`config.mk`:
```
export PLATFORM = sky130hd
export DESIGN_NAME = input_debounce_sync
export DESIGN_NICKNAME = d
export VERILOG_FILES = /design/src/rtl/input_debounce_sync_pkg.sv /design/src/rtl/input_debounce_sync_bit_sync_chain.sv /design/src/rtl/input_debounce_sync.sv
export SDC_FILE = /design/constraint.sdc
export NUM_CORES = 1
export LEC_CHECK = 0
export ABC_CLOCK_PERIOD_IN_PS = 2500
export BUFFER_PORTS_ARGS = -buffer_cell sky130_fd_sc_hd__buf_2
export CAP_MARGIN = 10
export CORE_AREA = 4 4 41 43
export CTS_BUF_LIST = sky130_fd_sc_hd__clkbuf_4 sky130_fd_sc_hd__clkbuf_8
export CTS_CLUSTER_DIAMETER = 50
export DETAILED_ROUTE_END_ITERATION = 10
export DIE_AREA = 0 0 45 47
export PLACE_DENSITY_LB_ADDON = 0.05
export RECOVER_POWER = 50
export SLEW_MARGIN = 20
export SYNTH_ARGS = -nofsm -noshare
export SYNTH_HDL_FRONTEND = slang
export SYNTH_SLANG_ARGS = --single-unit
```
`constraint.sdc`:
```
create_clock -name clk -period 2.5 [get_ports clk]
set_clock_uncertainty 0.05 [all_clocks]
set_input_delay 0.375 -clock clk [delete_from_list [all_inputs] [get_ports clk]]
set_output_delay 0.375 -clock clk [all_outputs]
set_load 0.02 [all_outputs]
```
`src/rtl/input_debounce_sync_pkg.sv`:
```
// input_debounce_sync_pkg: shared sizing helper for the debouncer
package input_debounce_sync_pkg;
  function automatic int cnt_width(input int n);
    return $clog2(n + 1);
  endfunction
endpackage

```
`src/rtl/input_debounce_sync_bit_sync_chain.sv`:
```
// bit_sync_chain: multi-flop synchronizer for a single asynchronous level
module bit_sync_chain #(
  parameter int   SYNC_STAGES = 2,
  parameter logic INIT_LEVEL  = 1'b0
) (
  input  logic clk,
  input  logic rst,
  input  logic in,
  output logic out
);
  logic [SYNC_STAGES-1:0] s;
  always_ff @(posedge clk) s <= rst ? {SYNC_STAGES{INIT_LEVEL}} : {s[SYNC_STAGES-2:0], in};
  assign out = s[SYNC_STAGES-1];
endmodule

```
`src/rtl/input_debounce_sync.sv`:
```
// input_debounce_sync: synchronizes and debounces a pad level, with rise/fall strobes
module input_debounce_sync
  import input_debounce_sync_pkg::*;
#(
  parameter int   SYNC_STAGES   = 2,
  parameter int   STABLE_CYCLES = 16,
  parameter logic INIT_LEVEL    = 1'b0
) (
  input  logic clk,
  input  logic rst,
  input  logic in,
  output logic out,
  output logic rise,
  output logic fall
);
  localparam int CW = cnt_width(STABLE_CYCLES);
  logic          sync_in;
  logic [CW-1:0] cnt;
  logic          diff;
  logic          done;
  bit_sync_chain #(.SYNC_STAGES(SYNC_STAGES), .INIT_LEVEL(INIT_LEVEL)) u_sync (
    .clk(clk),
    .rst(rst),
    .in (in),
    .out(sync_in)
  );
  assign diff = sync_in != out;
  // counter clears on completion, so it never exceeds STABLE_CYCLES-1
  assign done = diff && cnt == CW'(STABLE_CYCLES - 1);
  always_ff @(posedge clk) begin
    if (rst) begin
      out  <= INIT_LEVEL;
      cnt  <= '0;
      rise <= 1'b0;
      fall <= 1'b0;
    end else begin
      cnt  <= (!diff || done) ? '0 : cnt + CW'(1);
      out  <= done ? sync_in : out;
      rise <= done && sync_in;
      fall <= done && !sync_in;
    end
  end
endmodule

```
## Word-level counts from Yosys, hierarchy flattened

Index checks and enable logic that the tools add are counted.

- Add/subtract/negate cells: 1
- Reductions and logical operators: 7
- Equal/unequal tests: 2

Operators with widths:

| kind | number |
|---|---|
| $add A5 B1 Y5 const B | 1 |
| $eq A5 B4 Y1 const B | 1 |
| $logic_and A1 B1 Y1 | 3 |
| $logic_not A1 Y1 | 2 |
| $reduce_or A2 Y1 | 1 |
| $logic_or A1 B1 Y1 | 1 |
| $ne A1 B1 Y1 | 1 |

- Register bits after elaboration: 10
- Output and inout port bits: 3
- Logic and storage cells: 15

## Depth between registers and ports, before layout

Gate-level depths: netlist of the first run.

- Depth after elaboration: 4
- Mapped depth: 5
- Gate-level depth less buffers: 5

## Cells and area by module

Synthesis of the first run repeated with hierarchy kept, for this count alone.

- Cell total of the unflattened synthesis: 31
- Area, all modules: 351.6 sq um

Modules (own cells, without submodules):

| module | cells each | seq. area each (sq um) | area an instance (sq um) | times used |
|---|---|---|---|---|
| input_debounce_sync | 27 | 160.2 | 299.0 | 1 |
| bit_sync_chain | 4 | 40.0 | 52.6 | 1 |

## Worst setup path before layout of the first run

OpenSTA, ideal clock, no wires.

- Path type: register to register
- Start: register cnt[0]
- End: register cnt[2]
- Data arrival time: 1.392 ns
- Setup time: 0.064 ns
- Cell stages (with the launch flop): 6
- Clock period less this slack: 1.506 ns
- Slack: 0.994 ns
- Required time: 2.386 ns
- Path through: dfxtp_1 -> ha_1 -> and3_1 -> ha_1 -> or3_4 -> nor2_1

- Longest elaborated chain between the ends: 4

RTL lines:

| item | RTL line | RTL |
|---|---|---|
| start: declaration | input_debounce_sync.sv:18 | `logic [CW-1:0] cnt;` |
| start signal: assignment | input_debounce_sync.sv:37 | `cnt <= (!diff \|\| done) ? '0 : cnt + CW'(1);` |
| branches (longest 4 deep; another with $add A5 B1 Y5) | n/a |  |

Several ways; the timed one is not identified.
A chain may end at the register's enable or synchronous reset.

## Final worst setup path of the first run

Same ends and word-level chain as after synthesis.

==> results of run 1 <==
==> cell type report <==
type	instances	share of cell area [%]
Sequential cell	10	48.5
Multi-Input combinational cell	19	34.8
Clock buffer	3	5.45
Timing Repair Buffer	5	4.85
Tap cell	15	4.55
Inverter	2	1.82
==> cell usage in the layout, fill, tap and decap left out <==
cell type and count:
and3_1 1, and4bb_2 2, buf_2 1, clkbuf_1 4
clkbuf_4 3, dfxtp_1 10, ha_1 2, inv_1 2
mux2i_1 1, nand3_1 1, nor2_1 6, nor2b_1 2
or3_4 1, xnor2_1 2, xor2_1 1
==> logic make-up after synthesis <==
kind of cell	after synthesis
XOR/XNOR	3
adder cells (fa/ha/maj)	2
buffers and inverters	2
flip-flops	10
multiplexers	1
AND/OR/NAND/NOR	13
==> state kept, by name, summed over array words and instances, names as in the netlist <==
register / cells
rise: 1
out: 1
u_sync.s: 2
fall: 1
cnt: 5
==> path summary, 6_finish.rpt <==
kind / startpoint / end / slack [ns] / depth (start not counted)
setup / recovery: cnt[0] / cnt[2] / 0.89 / 5
hold / removal: in / u_sync.s[0] / 0.29 / 2
setup reg to reg: cnt[0] / cnt[2] / 0.89 / 5
hold reg to reg: cnt[0] / cnt[0] / 0.39 / 1
==> power by group through the flow <==
| stage | registers (mW) | clock network (mW) | logic, mW |
|---|---|---|---|
| 2_1_floorplan | 0.166 | 0 | 0.00348 |
| 3_3_place_gp | 0.166 | 0 | 0.00614 |
| 3_5_place_dp | 0.166 | 0 | 0.00638 |
| 4_1_cts | 0.162 | 0.108 | 0.00642 |
| 5_1_grt | 0.162 | 0.120 | 0.00696 |
| 6_report | 0.162 | 0.102 | 0.00601 |
==> critical path, cell delays in order, from the launching register on <==
cell,delay [ns]
dfxtp_1,0.32
ha_1,0.22
and3_1,0.19
ha_1,0.23
or3_4,0.43
nor2_1,0.11
==> metal layers <==
| metal | routed length [um] | vias up | track usage [%] |
|---|---|---|---|
| li1 | - | 117 | - |
| met1 | 242 | 98 | 6.94 |
| met2 | 234 | 4 | 8.19 |
| met3 | 23 | 2 | 2.30 |
| met4 | 4 | 0 | 7.02 |
| met5 | 0 | - | 0 |
==> per-stage QoR <==
stage          instance area, um2  hold WS [ns]  utilization (%)  cells  setup slack (ns)
5_1_grt                       413         0.294             31.7     54             0.798
3_5_place_dp                  395         0.380             30.4     51             0.879
6_report                      413         0.289             31.7     54             0.890
3_3_place_gp                  395         0.376             30.4     51             0.916
2_1_floorplan                 352         0.364                -     31             0.994
4_1_cts                       418         0.283             32.1     54             0.863
==> results.tsv, run 1 <==
metric	value	unit
setup violators final	0	
Gate power share	2.2	%
fraction of registers with async set/reset	0	%
Rel. slew slack	82.1	%
number of routed nets with antenna violations	0	
fin. max-slew vios	0	
core area	1300	um2
Final period util	64.4	%
run status	completed	
Detail Placement HPWL	395	um
max cap viols	0	
CP required	2.64	ns
Sw Share	18.6	%
clock sink count	10	
clk slew on worst S/H paths	0.06	ns
Fill cells	149	
Clock Latency Late Sink	0.25	ns
sequential share of the synthesized area	56.9	%
Psw	0.0503	mW
remaining global-route overflow	0	
via count	221	
Int Power	0.220	mW
CP max FO	5	
leakage	0.157	nW
Ports	6	
pwr dens	654	nW/um2
chip height	47	um
GRT Util Overall	6.12	%
crit path time final	1.61	ns
CTS root buf	clkbuf_4	
Post-CTS Setup Repair Bufs	0	
DRC Markers	0	
HP Class	input pin to flip-flop	
clk buf depth	2	
Syn Area/Cell	11.3	um2
adder-cell share of the synthesized area	7.12	%
Post-synth top cells	dfxtp_1, nor2_1	
hold_buf cts	0	
area grow syn2layout	17.4	%
TritonCTS Buffers	3	
Seq cells post-synth	10	
Synth Warn #	0	
Compound-Gate Fraction of Synth Area	0	%
Critical Path AT	1.75	ns
Via-to-Cell Ratio	4.09	
Initial Util	27.0	%
Cell Rows	13	
xor/xnor share of the synthesized area	7.47	%
Detailed Route Iter0 Violations	0	
Worst-Margin Slew	0.269	ns
total power	0.270	mW
vias in the first global route	194	
Layout Nets	46	
endpoints failing hold	0	
CP Launch Type	flip-flop	
Peak VDD IR	0.000298	V
Net Count, Synth	36	
post_cts resized	0	
Port Buffers	5	
RePlAce Congestion	0.650	
die width	45	um
mux contribution to synthesized area	2.85	%
count of cell types in the netlist	12	
fmax	0.621	GHz
Pre-Repair DR Iteration Count	1	
RSZ-0062 raised after global routing	no	
sequential cell area	200	um2
top-count cell post-synth	dfxtp_1	
largest net degree at the start of global routing	7	
H-tree depth	1	
die footprint	2120	um2
share of layout cells above drive strength 1	17.9	%
CTS tree	built	
area leader, netlist	dfxtp_1	
top_reg_cell synth	dfxtp_1	
synthesized cell area	352	um2
Post-synth EDFFs	0	
Synth area leaders	dfxtp_1, and4bb_2, ha_1	
WL final	504	um
Setup crit end kind	flip-flop	
Final TNS setup	0	ns
top-area cell type share of the netlist area	56.9	%
Cells after Synth	31	
Ant. Diodes	0	
area of the multi-input gates	144	um2
Synth Area in Simple Gates	23.5	%
WL/cell	9.33	um
initial antenna violation count	0	
first-pass GRT wire length	834	um
clock power share	37.6	%
register share of total power	60.1	%
largest family of logic cells by synthesized area	simple AND/OR/NAND/NOR gates	
critical path class	flip-flop to flip-flop	
Note: power is estimated with default switching activity, not from simulation.
==> inputs of run 2 (changes only) <==
ABC_CLOCK_PERIOD_IN_PS = 1700   (was 2500)
clock period = 1.7 ns   (was 2.5 ns; I/O delays follow)
==> results.tsv, run 2 (synthesis results as in run 1) <==
metric	value	unit	change
crit path time final	1.56	ns	was 1.61 ns
die footprint	2120	um2	unchanged
number of routed nets with antenna violations	0		unchanged
Ant. Diodes	0		unchanged
met2 wire length	251	um	was 234 um
largest net degree at the start of global routing	7		unchanged
RSZ-0062 raised after global routing	no		unchanged
chip height	47	um	unchanged
H-tree depth	1		unchanged
vias in the first global route	237		was 194
Worst-Margin Slew	0.257	ns	was 0.269 ns
clk buf depth	2		unchanged
CP Launch Type	flip-flop		unchanged
pwr dens	952	nW/um2	was 654 nW/um2
CTS tree	built		unchanged
TritonCTS Buffers	3		unchanged
CTS root buf	clkbuf_4		unchanged
clk slew on worst S/H paths	0.06	ns	about the same
Ports	6		unchanged
endpoints failing hold	0		unchanged
area grow syn2layout	18.5	%	was 17.4%
Detailed Route Iter0 Violations	1		was 0
via count	226		was 221
Port Buffers	5		unchanged
max reg flops	5		unchanged
critical path class	flip-flop to flip-flop		unchanged
core area	1300	um2	unchanged
met1 wire length	232	um	was 242 um
crit-path max cell delay	0.41	ns	was 0.43 ns
WL/cell	9.41	um	was 9.33 um
Pre-Repair DR Iteration Count	2		was 1
run status	completed		unchanged
HP Class	input pin to flip-flop		unchanged
commonest cells after routing, fill and taps aside	dfxtp_1, nor2_1, clkbuf_4, clkbuf_1		was dfxtp_1, nor2_1, clkbuf_1
first-pass GRT wire length	931	um	was 834 um
metal3 WL	20	um	was 23 um
post_cts resized	0		unchanged
Initial Util	27.0	%	unchanged
initial antenna violation count	0		unchanged
Clock Latency Late Sink	0.25	ns	about the same
hold_buf cts	0		unchanged
Layout Nets	46		unchanged
Cell Count, Final, Fillers Out	54		unchanged
max cap viols	0		unchanged
DRC Markers	0		unchanged
fmax	0.639	GHz	was 0.621 GHz
biggest regs	cnt x5, u_sync.s x2		unchanged
clock sink count	10		unchanged
Final period util	92.0	%	was 64.4%
CP max FO	5		unchanged
RePlAce Congestion	0.607		was 0.650
Final TNS setup	0	ns	unchanged
share of layout cells above drive strength 1	23.1	%	was 17.9%
top sig layer	met4		unchanged
Post-CTS Setup Repair Bufs	0		unchanged
Rel. slew slack	82.9	%	was 82.1%
Largest Register	cnt		unchanged
commonest non-fill, non-tap cell in the layout	dfxtp_1		unchanged
remaining global-route overflow	0		unchanged
Setup crit end kind	flip-flop		unchanged
setup violators final	0		unchanged
CP required	1.84	ns	was 2.64 ns
die width	45	um	unchanged
Cell Chain, Critical Path	ha_1, and3_1, ha_2, or3_4, nor2_1		was ha_1, and3_1, ha_1, or3_4, nor2_1
Critical-path top delay cell	or3_4		unchanged
Peak VDD IR	0.000405	V	was 0.000298 V
Critical Path AT	1.71	ns	was 1.75 ns
GRT Util Overall	6.82	%	was 6.12%
Cell Rows	13		unchanged
WL final	508	um	was 504 um
fin. max-slew vios	0		unchanged
Via-to-Cell Ratio	4.19		was 4.09
Post-Place Cells	51		unchanged
leakage	0.158	nW	was 0.157 nW
## run 2: cell count changes in the layout (fill, tap and decap cells not counted), sizes merged
| cell | previous run | this run |
|---|---|---|
| buf | 1 | 2 |
| clkbuf | 7 | 6 |
## run 2: cell type report
class,instances,area [um2]
fill,150,885
sequential,10,200
inverter,2,7.51
tap,15,18.8
multi-input combinational,19,146
timing repair buffer,5,21.3
clock buffer,3,22.5
## run 2: power by group
group	internal (mW)	switching (mW)	total, mW
Combinational	0.00524	0.00370	0.00894
Sequential	0.237	0.00181	0.239
Clock	0.0810	0.0676	0.149
Total	0.324	0.0731	0.397
## run 2: per-stage QoR
step                power (mW)  utilization (%)  hold WS, ns  setup WS (ns)  cell area [um2]
floorplan                0.249                -        0.277          0.194              352
global route             0.425             32.0        0.178         0.0560              417
detailed placement       0.254             30.4        0.388         0.0762              395
finish                   0.397             32.0        0.163          0.135              417
global placement         0.253             30.4        0.375          0.115              395
CTS                      0.409             32.1        0.157         0.0590              418
## run 2: worst paths after layout
path | start | endpoint | slack (ns) | cells past startpoint
hold reg to reg | u_sync.s[0] | u_sync.s[1] | 0.39 | 1
hold / removal | in | u_sync.s[0] | 0.16 | 2
setup / recovery | cnt[0] | cnt[3] | 0.14 | 5
setup reg to reg | cnt[0] | cnt[3] | 0.14 | 5
## run 2: worst max-delay path, delay by kind of cell (launching register included)
family	cells	cell delay, ns
fa+ha+maj	2	0.42
flops	1	0.32
simple gates	3	0.71
## run 2: metal layers
| metal | global-route usage, % | vias to the layer above |
|---|---|---|
| met5 | 0 | - |
| met4 | 8.77 | 0 |
| met3 | 2.30 | 2 |
| met2 | 9.89 | 4 |
| met1 | 6.90 | 97 |
| li1 | - | 123 |
==> inputs of run 3 (changes only) <==
==> constraint.sdc (replaced) <==
create_clock -name clk -period 1.7 [get_ports clk]
set_clock_uncertainty 0.05 [all_clocks]
set_input_delay 0.51 -clock clk [delete_from_list [all_inputs] [get_ports clk]]
set_output_delay 0.51 -clock clk [all_outputs]
set_load 0.02 [all_outputs]
==> results.tsv, run 3 (synthesis results as in run 1) <==
metric	value	unit	change
chip height	47	um	unchanged
Post-Layout Inst Area	417	um2	unchanged
area grow syn2layout	18.5	%	unchanged
Worst Hold Launch	u_sync.s[0]		was in
CTS tree	built		unchanged
RePlAce Congestion	0.607		unchanged
largest net degree at the start of global routing	7		unchanged
Cell Rows	13		unchanged
area of the multi-input gates	146	um2	unchanged
Largest Register	cnt		unchanged
fin. max-slew vios	0		unchanged
DRC Markers	0		unchanged
Setup crit end kind	flip-flop		unchanged
share of layout cells above drive strength 1	23.1	%	unchanged
GRT Util Overall	6.82	%	unchanged
Ant. Diodes	0		unchanged
Final WS setup	0.135	ns	unchanged
number of routed nets with antenna violations	0		unchanged
die footprint	2120	um2	unchanged
CP max FO	5		unchanged
biggest regs	cnt x5, u_sync.s x2		unchanged
via count	226		unchanged
R2R Path Start	cnt[0]		unchanged
Place WS	0.0762	ns	unchanged
remaining global-route overflow	0		unchanged
Psw	0.0731	mW	about the same
clock sink count	10		unchanged
Rel. slew slack	82.9	%	unchanged
sequential cell area	200	um2	unchanged
core area	1300	um2	unchanged
max cap viols	0		unchanged
die width	45	um	unchanged
crit-path max cell delay	0.41	ns	about the same
CP Launch Type	flip-flop		unchanged
Fill cells	150		unchanged
Clock Latency Late Sink	0.25	ns	about the same
hold_buf cts	0		unchanged
setup violators final	0		unchanged
clk buf depth	2		unchanged
RSZ-0062 raised after global routing	no		unchanged
fmax	0.639	GHz	unchanged
Peak VDD IR	0.000404	V	was 0.000405 V
vias in the first global route	237		unchanged
CTS root buf	clkbuf_4		unchanged
WL/cell	9.46	um	was 9.41 um
endpoints failing hold	0		unchanged
initial antenna violation count	0		unchanged
clk slew on worst S/H paths	0.06	ns	about the same
Via-to-Cell Ratio	4.19		unchanged
register share of total power	60.3	%	about the same
Gate power share	2.2	%	was 2.3%
Worst-Margin Slew	0.257	ns	unchanged
H-tree depth	1		unchanged
commonest cells after routing, fill and taps aside	dfxtp_1, nor2_1, clkbuf_4, clkbuf_1		unchanged
critical path class	flip-flop to flip-flop		unchanged
Sw Share	18.4	%	about the same
first-pass GRT wire length	931	um	unchanged
clock power share	37.5	%	about the same
WL final	511	um	was 508 um
Crit path max-delay family	simple AND/OR/NAND/NOR gates		unchanged
Final period util	92.0	%	unchanged
Port Buffers	5		unchanged
worst hold slack	0.395	ns	was 0.163 ns
Initial Util	27.0	%	unchanged
max reg flops	5		unchanged
Ports	6		unchanged
Worst Setup SP	cnt[0]		unchanged
leakage	0.160	nW	was 0.158 nW
Pre-Repair DR Iteration Count	2		unchanged
run status	completed		unchanged
Int Power	0.323	mW	was 0.324 mW
crit path time final	1.56	ns	unchanged
TritonCTS Buffers	3		unchanged
CP required	1.84	ns	about the same
pwr dens	951	nW/um2	was 952 nW/um2
Critical-path top delay cell	or3_4		unchanged
Cell Count, Final, Fillers Out	54		unchanged
Post-Place Cells	51		unchanged
dpl cell area	395	um2	unchanged
Buf+Inv Stages, Crit Path	0		unchanged
Critical Path AT	1.71	ns	about the same
setup slack, reg-to-reg	0.14	ns	about the same
HP Class	flip-flop to flip-flop		was input pin to flip-flop
Final TNS setup	0	ns	unchanged
Cell Chain, Critical Path	ha_1, and3_1, ha_2, or3_4, nor2_1		unchanged
commonest non-fill, non-tap cell in the layout	dfxtp_1		unchanged
Layout Nets	46		unchanged
Detailed Route Iter0 Violations	1		unchanged
-- run 3: area by class of cell --
| cell class | instances | area share [%] |
|---|---|---|
| inverter | 2 | 1.80 |
| multi-input combinational | 19 | 35.1 |
| sequential | 10 | 48.0 |
| tap | 15 | 4.50 |
| clock buffer | 3 | 5.41 |
| timing repair buffer | 5 | 5.11 |
-- run 3: worst register-to-register path, delay by kind of cell, from the launching register on --
family	cells	cell delay (ns)
AND/OR/NAND/NOR	3	0.72
adder cells (fa/ha/maj)	2	0.42
flip-flops	1	0.32
-- run 3: per-layer routing --
| metal | wire length [um] | vias up | global-route usage, % |
|---|---|---|---|
| li1 | - | 123 | - |
| met1 | 236 | 97 | 6.90 |
| met5 | 0 | - | 0 |
| met3 | 20 | 2 | 2.30 |
| met4 | 4 | 0 | 8.77 |
| met2 | 251 | 4 | 9.89 |
-- run 3: final timing paths --
check | depth (start not counted) | endpoint
setup / recovery | 5 | cnt[3]
hold / removal | 1 | u_sync.s[1]
setup reg to reg | 5 | cnt[3]
hold reg to reg | 1 | u_sync.s[1]
-- run 3: power by group through the flow --
| stage | clock [mW] | sequential, mW | combinational, mW |
|---|---|---|---|
| after floorplan | 0 | 0.244 | 0.00512 |
| after global placement | 0 | 0.244 | 0.00896 |
| after detailed placement | 0 | 0.244 | 0.00917 |
| after CTS | 0.161 | 0.239 | 0.00916 |
| after global routing | 0.175 | 0.239 | 0.00986 |
| final | 0.149 | 0.239 | 0.00863 |
-- run 3: what timing repair did --
| action | 4_1_cts | 5_1_grt |
|---|---|---|
| setup buffers | 0 | 0 |
| endpoints found under the setup margin | 0 | 2 |
| resized for setup | 0 | 1 |
-- run 3: per-stage QoR --
stage,utilization [%],total power [mW]
floorplan,-,0.249
global placement,30.4,0.253
detailed placement,30.4,0.254
CTS,32.1,0.409
global route,32.0,0.425
finish,32.0,0.396
